**src/rtl/jtroc_snd_if_if.sv**
```systemverilog
// Sound command bus between the main-CPU side (master) and the sound-board
// command interface (slave). The slave sees the command latch, trigger and
// mute from the main CPU and the Z80 control strobes. It drives back the
// command byte, the Z80 INT line, the timer nibble, the mute level and the
// debug status.
interface jtroc_snd_if_if;
    logic [7:0] snd_latch;
    logic       snd_on;
    logic       mute;
    logic       m1_n;
    logic       iorq_n;
    logic       latch_rd;
    logic [7:0] cmd_dout;
    logic       int_n;
    logic [3:0] timer_dout;
    logic       snd_mute;
    logic [7:0] st_dout;

    modport master (
        output snd_latch, snd_on, mute, m1_n, iorq_n, latch_rd,
        input  cmd_dout, int_n, timer_dout, snd_mute, st_dout
    );

    modport slave (
        input  snd_latch, snd_on, mute, m1_n, iorq_n, latch_rd,
        output cmd_dout, int_n, timer_dout, snd_mute, st_dout
    );
endinterface

```
**src/rtl/jtroc_snd_if.sv**
```systemverilog
// Sound-board end of the main-CPU sound command interface.
// A rising edge on snd_on captures the command byte and pulls the Z80 INT
// line low until the Z80 acknowledges it. A free-running timer nibble is
// kept for the PSG port, and the mute request is moved into the sound domain.
// Optional feature: define JTROC_SNDIF_OVERRUN_EN to build the sticky overrun
// flag, which is reported on st_dout[3]. Without it, st_dout[3] reads 0.
module jtroc_snd_if #(
    parameter int TIMER_DIV = 1024,  // cen pulses per timer step, power of two 2..65536
    parameter int SYNC_MUTE = 1      // 1: two-flop mute synchroniser, 0: single register
) (
    input  logic            clk,
    input  logic            rst,
    input  logic            cen,
    jtroc_snd_if_if.slave   bus
);

    localparam logic [15:0] PRESC_LAST = 16'(TIMER_DIV - 1);

    logic        snd_onl_q;
    logic [7:0]  cmd_q,   cmd_d;
    logic        int_n_q, int_n_d;
    logic        pend_q,  pend_d;
    logic [15:0] presc_q, presc_d;
    logic [3:0]  timer_q, timer_d;
    logic        ovr_bit;
    logic        snd_mute_w;

    logic on_edge;
    logic ack;
    logic rd_clr;

    assign on_edge = bus.snd_on & ~snd_onl_q;
    assign ack     = cen & ~bus.m1_n & ~bus.iorq_n;
    assign rd_clr  = cen & bus.latch_rd;

    // Command, interrupt and pending next state; a new edge wins over ack and read
    always_comb begin
        // NOTE: every signal gets a default first so no path leaves it unassigned (no latch).
        cmd_d   = cmd_q;
        int_n_d = int_n_q;
        pend_d  = pend_q;
        if (on_edge) begin
            cmd_d   = bus.snd_latch;
            int_n_d = 1'b0;
            pend_d  = 1'b1;
        end else begin
            if (ack)    int_n_d = 1'b1;
            if (rd_clr) pend_d  = 1'b0;
        end
    end

    // Prescaler counts cen pulses; the nibble steps each time it wraps
    always_comb begin
        presc_d = presc_q;
        timer_d = timer_q;
        if (cen) begin
            if (presc_q == PRESC_LAST) begin
                presc_d = '0;
                timer_d = timer_q + 4'd1;
            end else begin
                presc_d = presc_q + 16'd1;
            end
        end
    end

    // State registers for edge detect, command, interrupt, pending and timer
    always_ff @(posedge clk) begin
        // NOTE: non-blocking assignments so every flop samples pre-edge values.
        if (rst) begin
            snd_onl_q <= 1'b0;
            cmd_q     <= '0;
            int_n_q   <= 1'b1;
            pend_q    <= 1'b0;
            presc_q   <= '0;
            timer_q   <= '0;
        end else begin
            snd_onl_q <= bus.snd_on;
            cmd_q     <= cmd_d;
            int_n_q   <= int_n_d;
            pend_q    <= pend_d;
            presc_q   <= presc_d;
            timer_q   <= timer_d;
        end
    end

`ifdef JTROC_SNDIF_OVERRUN_EN
    logic ovr_q;

    // Sticky overrun: a new command arrived before the previous one was read
    always_ff @(posedge clk) begin
        if (rst)                   ovr_q <= 1'b0;
        else if (on_edge & pend_q) ovr_q <= 1'b1;
    end

    assign ovr_bit = ovr_q;
`else
    assign ovr_bit = 1'b0;
`endif

    generate
        if (SYNC_MUTE != 0) begin : g_mute_sync
            logic [1:0] mute_q;

            // Two-flop synchroniser for the mute request
            always_ff @(posedge clk) begin
                if (rst) mute_q <= '0;
                else     mute_q <= {mute_q[0], bus.mute};
            end

            assign snd_mute_w = mute_q[1];
        end else begin : g_mute_reg
            logic mute_q;

            // Single register stage for the mute request
            always_ff @(posedge clk) begin
                if (rst) mute_q <= 1'b0;
                else     mute_q <= bus.mute;
            end

            assign snd_mute_w = mute_q;
        end
    endgenerate

    assign bus.cmd_dout   = cmd_q;
    assign bus.int_n      = int_n_q;
    assign bus.timer_dout = timer_q;
    assign bus.snd_mute   = snd_mute_w;
    assign bus.st_dout    = {4'd0, ovr_bit, pend_q, snd_mute_w, ~int_n_q};

endmodule
```
**src/flat_wrapper.sv**
```systemverilog
// flat-port wrapper written by rule: the top's interface ports become plain ports
module jtroc_snd_if_flat 
#(
    parameter int TIMER_DIV = 1024,                                                     
    parameter int SYNC_MUTE = 1                                                          
)
  (clk, rst, cen, bus_snd_latch, bus_snd_on, bus_mute, bus_m1_n, bus_iorq_n, bus_latch_rd, bus_cmd_dout, bus_int_n, bus_timer_dout, bus_snd_mute, bus_st_dout);
  jtroc_snd_if_if bus_i ();
  input  logic clk;
  input  logic rst;
  input  logic cen;
  input wire logic [$bits(bus_i.snd_latch)-1:0] bus_snd_latch;
  input wire logic [$bits(bus_i.snd_on)-1:0] bus_snd_on;
  input wire logic [$bits(bus_i.mute)-1:0] bus_mute;
  input wire logic [$bits(bus_i.m1_n)-1:0] bus_m1_n;
  input wire logic [$bits(bus_i.iorq_n)-1:0] bus_iorq_n;
  input wire logic [$bits(bus_i.latch_rd)-1:0] bus_latch_rd;
  output wire logic [$bits(bus_i.cmd_dout)-1:0] bus_cmd_dout;
  output wire logic [$bits(bus_i.int_n)-1:0] bus_int_n;
  output wire logic [$bits(bus_i.timer_dout)-1:0] bus_timer_dout;
  output wire logic [$bits(bus_i.snd_mute)-1:0] bus_snd_mute;
  output wire logic [$bits(bus_i.st_dout)-1:0] bus_st_dout;
  assign bus_i.snd_latch = bus_snd_latch;
  assign bus_i.snd_on = bus_snd_on;
  assign bus_i.mute = bus_mute;
  assign bus_i.m1_n = bus_m1_n;
  assign bus_i.iorq_n = bus_iorq_n;
  assign bus_i.latch_rd = bus_latch_rd;
  assign bus_cmd_dout = bus_i.cmd_dout;
  assign bus_int_n = bus_i.int_n;
  assign bus_timer_dout = bus_i.timer_dout;
  assign bus_snd_mute = bus_i.snd_mute;
  assign bus_st_dout = bus_i.st_dout;
  jtroc_snd_if #(.TIMER_DIV(TIMER_DIV), .SYNC_MUTE(SYNC_MUTE)) u_core (.clk(clk), .rst(rst), .cen(cen), .bus(bus_i));
endmodule
```
**config.mk**
```make
export PLATFORM = sky130hd
export DESIGN_NAME = jtroc_snd_if_flat
export DESIGN_NICKNAME = d
export VERILOG_FILES = /design/src/rtl/jtroc_snd_if_if.sv /design/src/rtl/jtroc_snd_if.sv /design/src/flat_wrapper.sv
export SDC_FILE = /design/constraint.sdc
export NUM_CORES = 1
export LEC_CHECK = 0
export ABC_AREA = 1
export CAP_MARGIN = 25
export CORE_UTILIZATION = 49
export CTS_BUF_LIST = sky130_fd_sc_hd__clkbuf_16
export DETAILED_ROUTE_END_ITERATION = 6
export GPL_TIMING_DRIVEN = 0
export PLACE_DENSITY = 0.86
export SYNTH_ARGS = -nofsm -noshare
export SYNTH_HDL_FRONTEND = slang
export SYNTH_SLANG_ARGS = --single-unit
```
**constraint.sdc**
```tcl
create_clock -name clk -period 1.57 [get_ports clk]
set_clock_uncertainty 0.1 [all_clocks]
set_input_delay 0.157 -clock clk [delete_from_list [all_inputs] [get_ports clk]]
set_output_delay 0.157 -clock clk [all_outputs]
set_load 0.01 [all_outputs]
```
==> results.toml <==
[die]
row_count = 20
die_width_microns = 59.1
core_sq_um = 3080
io_pins = 38
die_area_sq_um = 3490
die_h_microns = 59.1
start_util_pct = 51.8

[clock_tree]
clock-sinks = 33
clk_latency_ns = 0.28
clk_pin_slew_ns = 0.05
cts-htree-levels = 2
numCtsBuffers = 5
postCtsHoldBufs = 0
cts_tree = "built"
clockBufferDepth = 2
ctsRootBufferMaster = "clkbuf_16"

[placed_design]
routabilityCongestion = 0.861
placed_cell_area_sq_um = 1970
port_buffers = 30
hpwl_microns = 2340
dp_cells = 305

[timing]
hold_violations = 0
period_needed_ns = 1.49
setup_viol = 0
finalCritPeriodShare_pct = 94.6
holdWs_ns = 0.0554
fmaxAchievable_ghz = 0.673
tns_ns = 0
slew_violations = 0

[synth]
muxShareOfSynthArea_pct = 0
yosys_warnings = 0
avgSynthCellArea_sq_um = 7.03
synth_xor_area_share_pct = 2.75
synth-simple-area-share_pct = 37.2
yosysSeqAreaShare_pct = 41.4
netlist_instances = 227
synth_fa_ha_area_share_pct = 1.57
synth_cell_types = 25
synth-compound-area-share_pct = 6.35
synth_seq_cells = 33
synth_area_sq_um = 1600
synth_top_family_by_area = "simple AND/OR/NAND/NOR gates"

[cells_and_area]
fillers = 251
syn_to_final_growth_pct = 34.0
diodes = 0
final_nets = 287
drive_gt1_share_pct = 15.6
fin_area_sq_um = 2140
final_cells = 314

[critical_path]
worst_setup_path_start_kind = "register"
crit_type = "reg2reg"
cp-end-kind = "register"
worstPathCellList = "ha_4 > nand2_2 > nor2_2 > nand3_2 > nor2_4 > nor2_4 > inv_2 > nor2_2"
cp_data_required_time_ns = 1.64
arrival_ns = 1.55
crit_fanout = 8
crit_slowest_cell = "dfxtp_4"
slowest_delay_ns = 0.36

[status]
status = "finished clean"

[routing]
drt_wl_total_microns = 3260
ant_nets = 0
drtIter0Drc = 61
num_vias = 1467
wl_per_cell_microns = 10.4
route.detailed.drc = 0
first_pass_iters = 4
vias_per_cell = 4.67

[power_and_ir_drop]
peakVddDrop_mv = 0.723
power_density_nw_per_um2 = 925
finalPower_uw = 1980
leakage_uw = 0.000917

[job]
drv_cap = 0

[global_route]
grt_antenna_before_repair = 0
grt_pass1_wl_microns = 5290
grt_usage_pct = 20.5
grt_overflow_total = 0
grt_pass1_vias = 1282
grt_max_degree = 11

[hold_path]
hold_path.class = "in2reg"
## flip-flops by register name, summed over array words and instances (netlist names)
register                   count
u_core.bus.cmd_dout            8
u_core.presc_q                16
u_core.snd_onl_q               1
u_core.g_mute_sync.mute_q      2
u_core.bus.int_n               1
u_core.bus.timer_dout          4
u_core.pend_q                  1
## synthesized netlist by cell type
library cell   n  area (sq um)
clkinv_1       1          3.75
nor2_4         5          56.3
nor2_1        57           214
nand3_2        2          20.0
dfxtp_1       33           661
a21oi_1        5          25.0
nand4_1        3          18.8
nand2_2        5          31.3
inv_2          1          3.75
ha_1           2          25.0
o21ai_0       12          60.1
inv_1         23          86.3
buf_4          7          52.6
nand3_1        9          45.0
xor2_1         4          35.0
conb_1         1          3.75
xnor2_1        1          8.76
nand2_1       40           150
buf_2          2          10.0
o21ai_1        2          10.0
buf_6          1          11.3
nor3_1         4          20.0
or2_2          1          6.26
o22ai_1        1          6.26
nor2_2         5          31.3
## power by group
group          internal (uW)  switching (uW)
combinational            107            84.8
sequential               867            16.7
clock                    574             329
## through the flow
| stage | setup slack (ns) | utilization [%] |
|---|---|---|
| 2_1_floorplan | 0.210 | - |
| 6_report | 0.0845 | 69.4 |
| 4_1_cts | 0.0364 | 68.4 |
| 3_3_place_gp | -0.119 | 63.9 |
| 5_1_grt | -0.0128 | 69.4 |
| 3_5_place_dp | -0.118 | 63.9 |
## final timing paths
| check | startpoint | end | slack [ns] | cells after the start |
|---|---|---|---|---|
| worst min register to register | u_core.g_mute_sync.mute_q[0] | u_core.g_mute_sync.mute_q[1] | 0.31 | 2 |
| worst max register to register | u_core.presc_q[0] | u_core.presc_q[10] | 0.08 | 8 |
| worst min-delay path | cen | u_core.presc_q[0] | 0.06 | 3 |
| worst max-delay path | u_core.presc_q[0] | u_core.presc_q[10] | 0.08 | 8 |
## worst max-delay path, delay by kind of cell, from the launching register on
family / cells / cell delay (ns)
simple gates: 6 / 0.65
flops: 1 / 0.36
fa+ha+maj: 1 / 0.15
buf+inv: 1 / 0.10
## placed cells by master, fill, tap and decap left out, drive strengths merged, types with 4 or more instances in the layout
cell,n
clkbuf,5
buf,11
nor2,67
nor3,4
xor2,4
dfxtp,33
a21oi,5
o21ai,14
nand3,11
conb,5
nand2,45
clkdlybuf4s50,30
inv,25
## cells by family after synthesis
kind of cell             after synthesis
AO/OA/AOI/OAI                         20
XOR/XNOR                               5
adder cells (fa/ha/maj)                2
buffers and inverters                 35
flip-flops                            33
other                                  1
AND/OR/NAND/NOR                      131
## metal layers
metal | vias up | GRT usage, % | wire length [microns]
li1 | 775 | - | -
met1 | 660 | 24.0 | 1470
met5 | - | 0 | 0
met2 | 27 | 33.3 | 1570
met4 | 0 | 8.16 | 48
met3 | 5 | 8.30 | 173
## timing repair
action                     in CTS  in global routing
resized for setup               0                  7
setup endpoints to repair       0                 15
setup buffers                   0                  1
## area by class of cell
cell class,instances,area [sq um],share of cell area [%]
plain buffers,10,73.8,3.45
clock inverters,3,13.8,0.644
well taps,44,55.1,2.58
repair buffers,31,308,14.4
flip-flops and latches,33,666,31.1
multi-input cells,163,802,37.5
inverters,25,93.8,4.39
clock buffers,5,125,5.85
Note: power is estimated with default switching activity, not from simulation.
